--- config.mk ---
export PLATFORM = sky130hd
export DESIGN_NAME = dii_channel_arb
export DESIGN_NICKNAME = d
export VERILOG_FILES = /design/src/rtl/dii_channel_arb.sv
export SDC_FILE = /design/constraint.sdc
export NUM_CORES = 1
export LEC_CHECK = 0
export ABC_AREA = 1
export CORE_AREA = 2 2 93 68
export CTS_CLUSTER_SIZE = 40
export DETAILED_ROUTE_END_ITERATION = 10
export DIE_AREA = 0 0 95 70
export GPL_TIMING_DRIVEN = 0
export PLACE_DENSITY = 0.73
export SKIP_LAST_GASP = 1
export SLEW_MARGIN = 5
export SYNTH_ARGS = -nofsm -noshare
export SYNTH_HDL_FRONTEND = slang
export SYNTH_SLANG_ARGS = --single-unit
--- constraint.sdc ---
create_clock -name clk -period 3.7 [get_ports clk]
set_input_delay 0.555 -clock clk [delete_from_list [all_inputs] [get_ports clk]]
set_output_delay 0.555 -clock clk [all_outputs]
set_load 0.05 [all_outputs]
--- src/rtl/dii_channel_arb.sv ---
// dii_channel_arb: N:1 round-robin DII packet arbiter, packet-atomic, with a
// registered 2-entry skid buffer driving out_*.
module dii_channel_arb #(
    parameter int N = 2,
    parameter int WIDTH = 16,
    localparam int CW = (N > 1) ? $clog2(N) : 1
) (
    input  logic                 clk,
    input  logic                 rst_n,
    input  logic [N*WIDTH-1:0]   in_data,
    input  logic [N-1:0]         in_last,
    input  logic [N-1:0]         in_valid,
    output logic [N-1:0]         in_ready,
    output logic [WIDTH-1:0]     out_data,
    output logic                 out_last,
    output logic                 out_valid,
    input  logic                 out_ready,
    output logic                 busy,
    output logic [CW-1:0]        cur_chan
);
    typedef enum logic {IDLE, LOCKED} state_t;
    localparam logic [CW:0] NW = (CW+1)'(N);
    state_t state;
    logic [CW-1:0] rr_ptr, lock, grant, nxt;
    logic [CW:0] gsum, nsum;
    logic [N-1:0] rot;
    logic [WIDTH-1:0] chan_data [N];
    logic [WIDTH-1:0] sk_data, push_data;
    logic any, space, push, push_last, drain, sk_valid, sk_last;

    for (genvar i = 0; i < N; i++) begin : g_unpack
        assign chan_data[i] = in_data[i*WIDTH +: WIDTH];
    end

    // Rotate requests so bit 0 is rr_ptr; the lowest set bit wins.
    always_comb begin
        rot = N'({in_valid, in_valid} >> rr_ptr);
        grant = rr_ptr;
        gsum = '0;
        any = 1'b0;
        for (int k = N - 1; k >= 0; k--) begin
            if (rot[k]) begin
                gsum = {1'b0, rr_ptr} + (CW+1)'(k);
                grant = (gsum >= NW) ? CW'(gsum - NW) : CW'(gsum);
                any = 1'b1;
            end
        end
    end

    assign busy      = (state == LOCKED);
    assign cur_chan  = busy ? lock : grant;
    assign nsum      = {1'b0, cur_chan} + (CW+1)'(1);
    assign nxt       = (nsum >= NW) ? CW'(nsum - NW) : CW'(nsum);
    // sk_valid implies out_valid, so a full buffer frees a slot exactly when out_ready pops it.
    assign space     = !sk_valid || out_ready;
    assign in_ready  = ((busy || any) && space) ? (N'(1) << cur_chan) : '0;
    assign push      = |(in_valid & in_ready);
    assign push_data = chan_data[cur_chan];
    assign push_last = in_last[cur_chan];
    assign drain     = !out_valid || out_ready;

    always_ff @(posedge clk or negedge rst_n) begin
        if (!rst_n) begin
            state     <= IDLE;
            rr_ptr    <= '0;
            lock      <= '0;
            out_valid <= 1'b0;
            out_data  <= '0;
            out_last  <= 1'b0;
            sk_valid  <= 1'b0;
            sk_data   <= '0;
            sk_last   <= 1'b0;
        end else begin
            if (push && push_last) begin
                state  <= IDLE;
                rr_ptr <= nxt;
            end else if (push && state == IDLE) begin
                state <= LOCKED;
                lock  <= grant;
            end
            if (push) begin
                sk_data <= push_data;
                sk_last <= push_last;
            end
            if (drain) begin
                out_valid <= sk_valid || push;
                sk_valid  <= sk_valid && push;
                if (sk_valid || push) begin
                    out_data <= sk_valid ? sk_data : push_data;
                    out_last <= sk_valid ? sk_last : push_last;
                end
            end else if (push) begin
                sk_valid <= 1'b1;
            end
        end
    end
endmodule
==> results.txt <==
Outcome -> completed
Via count -> 2204
Router iterations before antenna repair -> 4
Cell taking the most area after synthesis -> dfrtp_1
Tot Pwr -> 3000 uW
Initial antenna violation count -> 0
I/O Pins -> 61
Post-DP HPWL -> 4.113 mm
Mapped Avg Cell Area -> 7.090 um2
Initial Utilization -> 37.75%
Chip width -> 95 um
FILL cells -> 571
Routed wire length -> 5.687 mm
Post-synthesis simple-gate area fraction -> 38.99%
P_leak -> 0.001623 uW
Global-route wire length before repair -> 9.308 mm
Tcrit/Tclk final -> 91.08%
YS warnings -> 0
Max transition margin -> 65.78%
Vias in the first global route -> 2173
Largest family of logic cells by synthesized area -> simple AND/OR/NAND/NOR gates
Clock Sinks -> 39
Worst vdd ir -> 0.4979 mV
Multiplexer area fraction after synthesis -> 0%
Rows -> 24
FF+latch count, synth -> 39
Critical setup path kind -> in -> out
Hold Fails Final Rpt -> 0
Worst Path Arrival -> 2810 ps
# hold bufs at CTS -> 0
Setup Fix Bufs, Post-CTS -> 0
CTS tree -> built
Violation count after the first detailed-routing iteration -> 95
CTS resizes -> 0
Worst Tran Pin Value -> 513.3 ps
WL/cell -> 12.31 um
Slowest CP cell -> clkdlybuf4s50_1
Largest net degree at the start of global routing -> 39
Post-synth top area share -> 43.70%
Worst-Skew Late Latency -> 300 ps
Gr busiest metal -> met2
Cells along the critical path -> clkdlybuf4s50_1 > inv_2 > nand2_2 > nand3_2 > buf_2 > buf_2 > a21oi_1 > clkdlybuf4s50_1
Share of layout cells above drive strength 1 -> 9.115%
Max cap viols -> 0
Die Height -> 70 um
Post-synthesis cell type count -> 24
Mapped Area -> 2233 um2
Post-layout min period -> 3370 ps
Cells after DPL -> 454
Pwr Density -> 973.0 nW/um2
Xor-xnor portion of the synthesized cell area -> 0%
WP buf/inv -> 5
Largest cells by area after synthesis -> dfrtp_1 (44%), nand2_1 (19%), nand3_1 (12%)
Post-DP Area -> 2947 um2
Cell area after layout -> 3083 um2
Most used cells in the layout excluding fill and tap cells -> nand2_1 (116), clkdlybuf4s50_1 (59), nand3_1 (53), inv_1 (39), dfrtp_1 (39)
Setup TNS -> 0 ps
Post-route insts no fill -> 462
Syn Inst Count -> 315
Placer Congestion -> 0.7885
CP max stage delay -> 830 ps
Grt met2 use -> 29.47%
Clock Skew -> 10.40 ps
FMAX -> 296.7 MHz
H-Tree Depth -> 2
Delay-heaviest family, CP -> buffers and inverters
CP Capture Type -> primary output
CP Launch Type -> input pin
Most common cell after layout, fill and taps aside -> nand2_1
Sequential share of the synthesized area -> 43.70%
DRC Markers -> 0
Syn nets -> 354
Grt total ovfl -> 0
Die area -> 6650 um2
Adder-cell area share of the yosys netlist -> 0%
Nets -> 422
Port bufs -> 60
CTS root buffer -> clkbuf_8
Setup violations, final -> 0
Worst min path class -> in -> async
Area fraction in compound gates after synthesis -> 5.490%
Area Overhead vs Synth -> 38.04%
Post-route ant nets -> 0
RSZ-0062 raised after global routing -> no
WP data required -> 3140 ps
Max-slew violation count -> 0
CP Max Fanout -> 10
M3 GR Usage -> 5.502%
Met1 usage in global routing -> 22.46%
Reg clk slew, reported paths -> 80 ps
CORE AREA -> 5916 um2
Ant diodes -> 0
All-layer global routing usage -> 17.86%
Inserted Clock Buffers -> 5
CTS Buffer Depth -> 2
Avg Vias per Cell -> 4.771
Post-Route Utilization -> 52.12%
## cell usage after synthesis
library cell	instances
nand3_4	1
buf_4	1
nand2_1	116
nand3_2	2
inv_2	1
o21ai_0	1
a21oi_2	1
nor2_1	19
inv_8	1
clkbuf_1	4
o21ai_1	1
nor2_2	1
o21a_1	1
inv_1	39
dfrtp_1	39
nand2_2	2
buf_2	7
nand3_1	53
nand3b_1	1
a21oi_1	16
a21oi_4	1
buf_6	4
nand2_4	2
nand4_2	1
## worst register-to-register path: stages (launching register included)
cell	delay, ps
dfrtp_1	380
buf_6	150
inv_8	90
nor2_2	60
a21oi_4	140
nand4_2	190
nand3_4	210
nand2_4	130
buf_6	160
nand2_1	60
nand2_1	50
## final timing paths
path                              from            to  slack (ps)  cells past startpoint
min in group clk           out_data[8]   out_data[8]         470                      2
hold reg to reg            out_data[8]   out_data[8]         470                      2
max in group asynchronous        rst_n        rr_ptr        3270                      2
setup / recovery           in_valid[1]   in_ready[1]         330                      8
setup reg to reg              sk_valid  out_data[11]        1990                     10
hold / removal                   rst_n   out_data[1]          30                      1
## through the flow
stage	setup slack (ps)	hold WS [ps]
finish	330.0	33.92
global route	252.2	20.52
CTS	350.3	32.25
detailed placement	343.1	355.1
global placement	375.2	454.9
floorplan	1145	259.4
## layout make-up
cell class / instances / area (um2) / area share [%]
inverters: 41 / 161.4 / 5.235
well taps: 78 / 97.59 / 3.166
clock inverters: 3 / 67.56 / 2.192
plain buffers: 16 / 102.6 / 3.328
clock buffers: 5 / 68.82 / 2.232
multi-input cells: 219 / 993.5 / 32.22
flip-flops and latches: 39 / 975.9 / 31.66
repair buffers: 61 / 615.6 / 19.97
## per-layer routing
metal / vias up / wire [um]
li1: 1119 / -
met1: 994 / 2597
met2: 83 / 2659
met3: 8 / 374
met4: 0 / 55
met5: - / 0
## cells by family after synthesis
kind of cell | after synthesis
and+or+nand+nor | 198
DFF | 39
AOI/OAI and AO/OA | 21
buffers and inverters | 57
## registers in the layout, indices dropped and copies added, names as in the netlist
signal     count
busy           1
out_data      16
sk_valid       1
rr_ptr         1
sk_last        1
out_valid      1
sk_data       16
lock           1
out_last       1
## where the power goes
group          internal [uW]  switching (uW)  total, uW  leakage (uW)
Combinational            621            1200       1820       0.00110
Sequential               641             111        752      0.000454
Clock                    269             158        427     0.0000644
Total                   1530            1470       3000       0.00162
No activity file was read; power rests on OpenSTA's default activity.
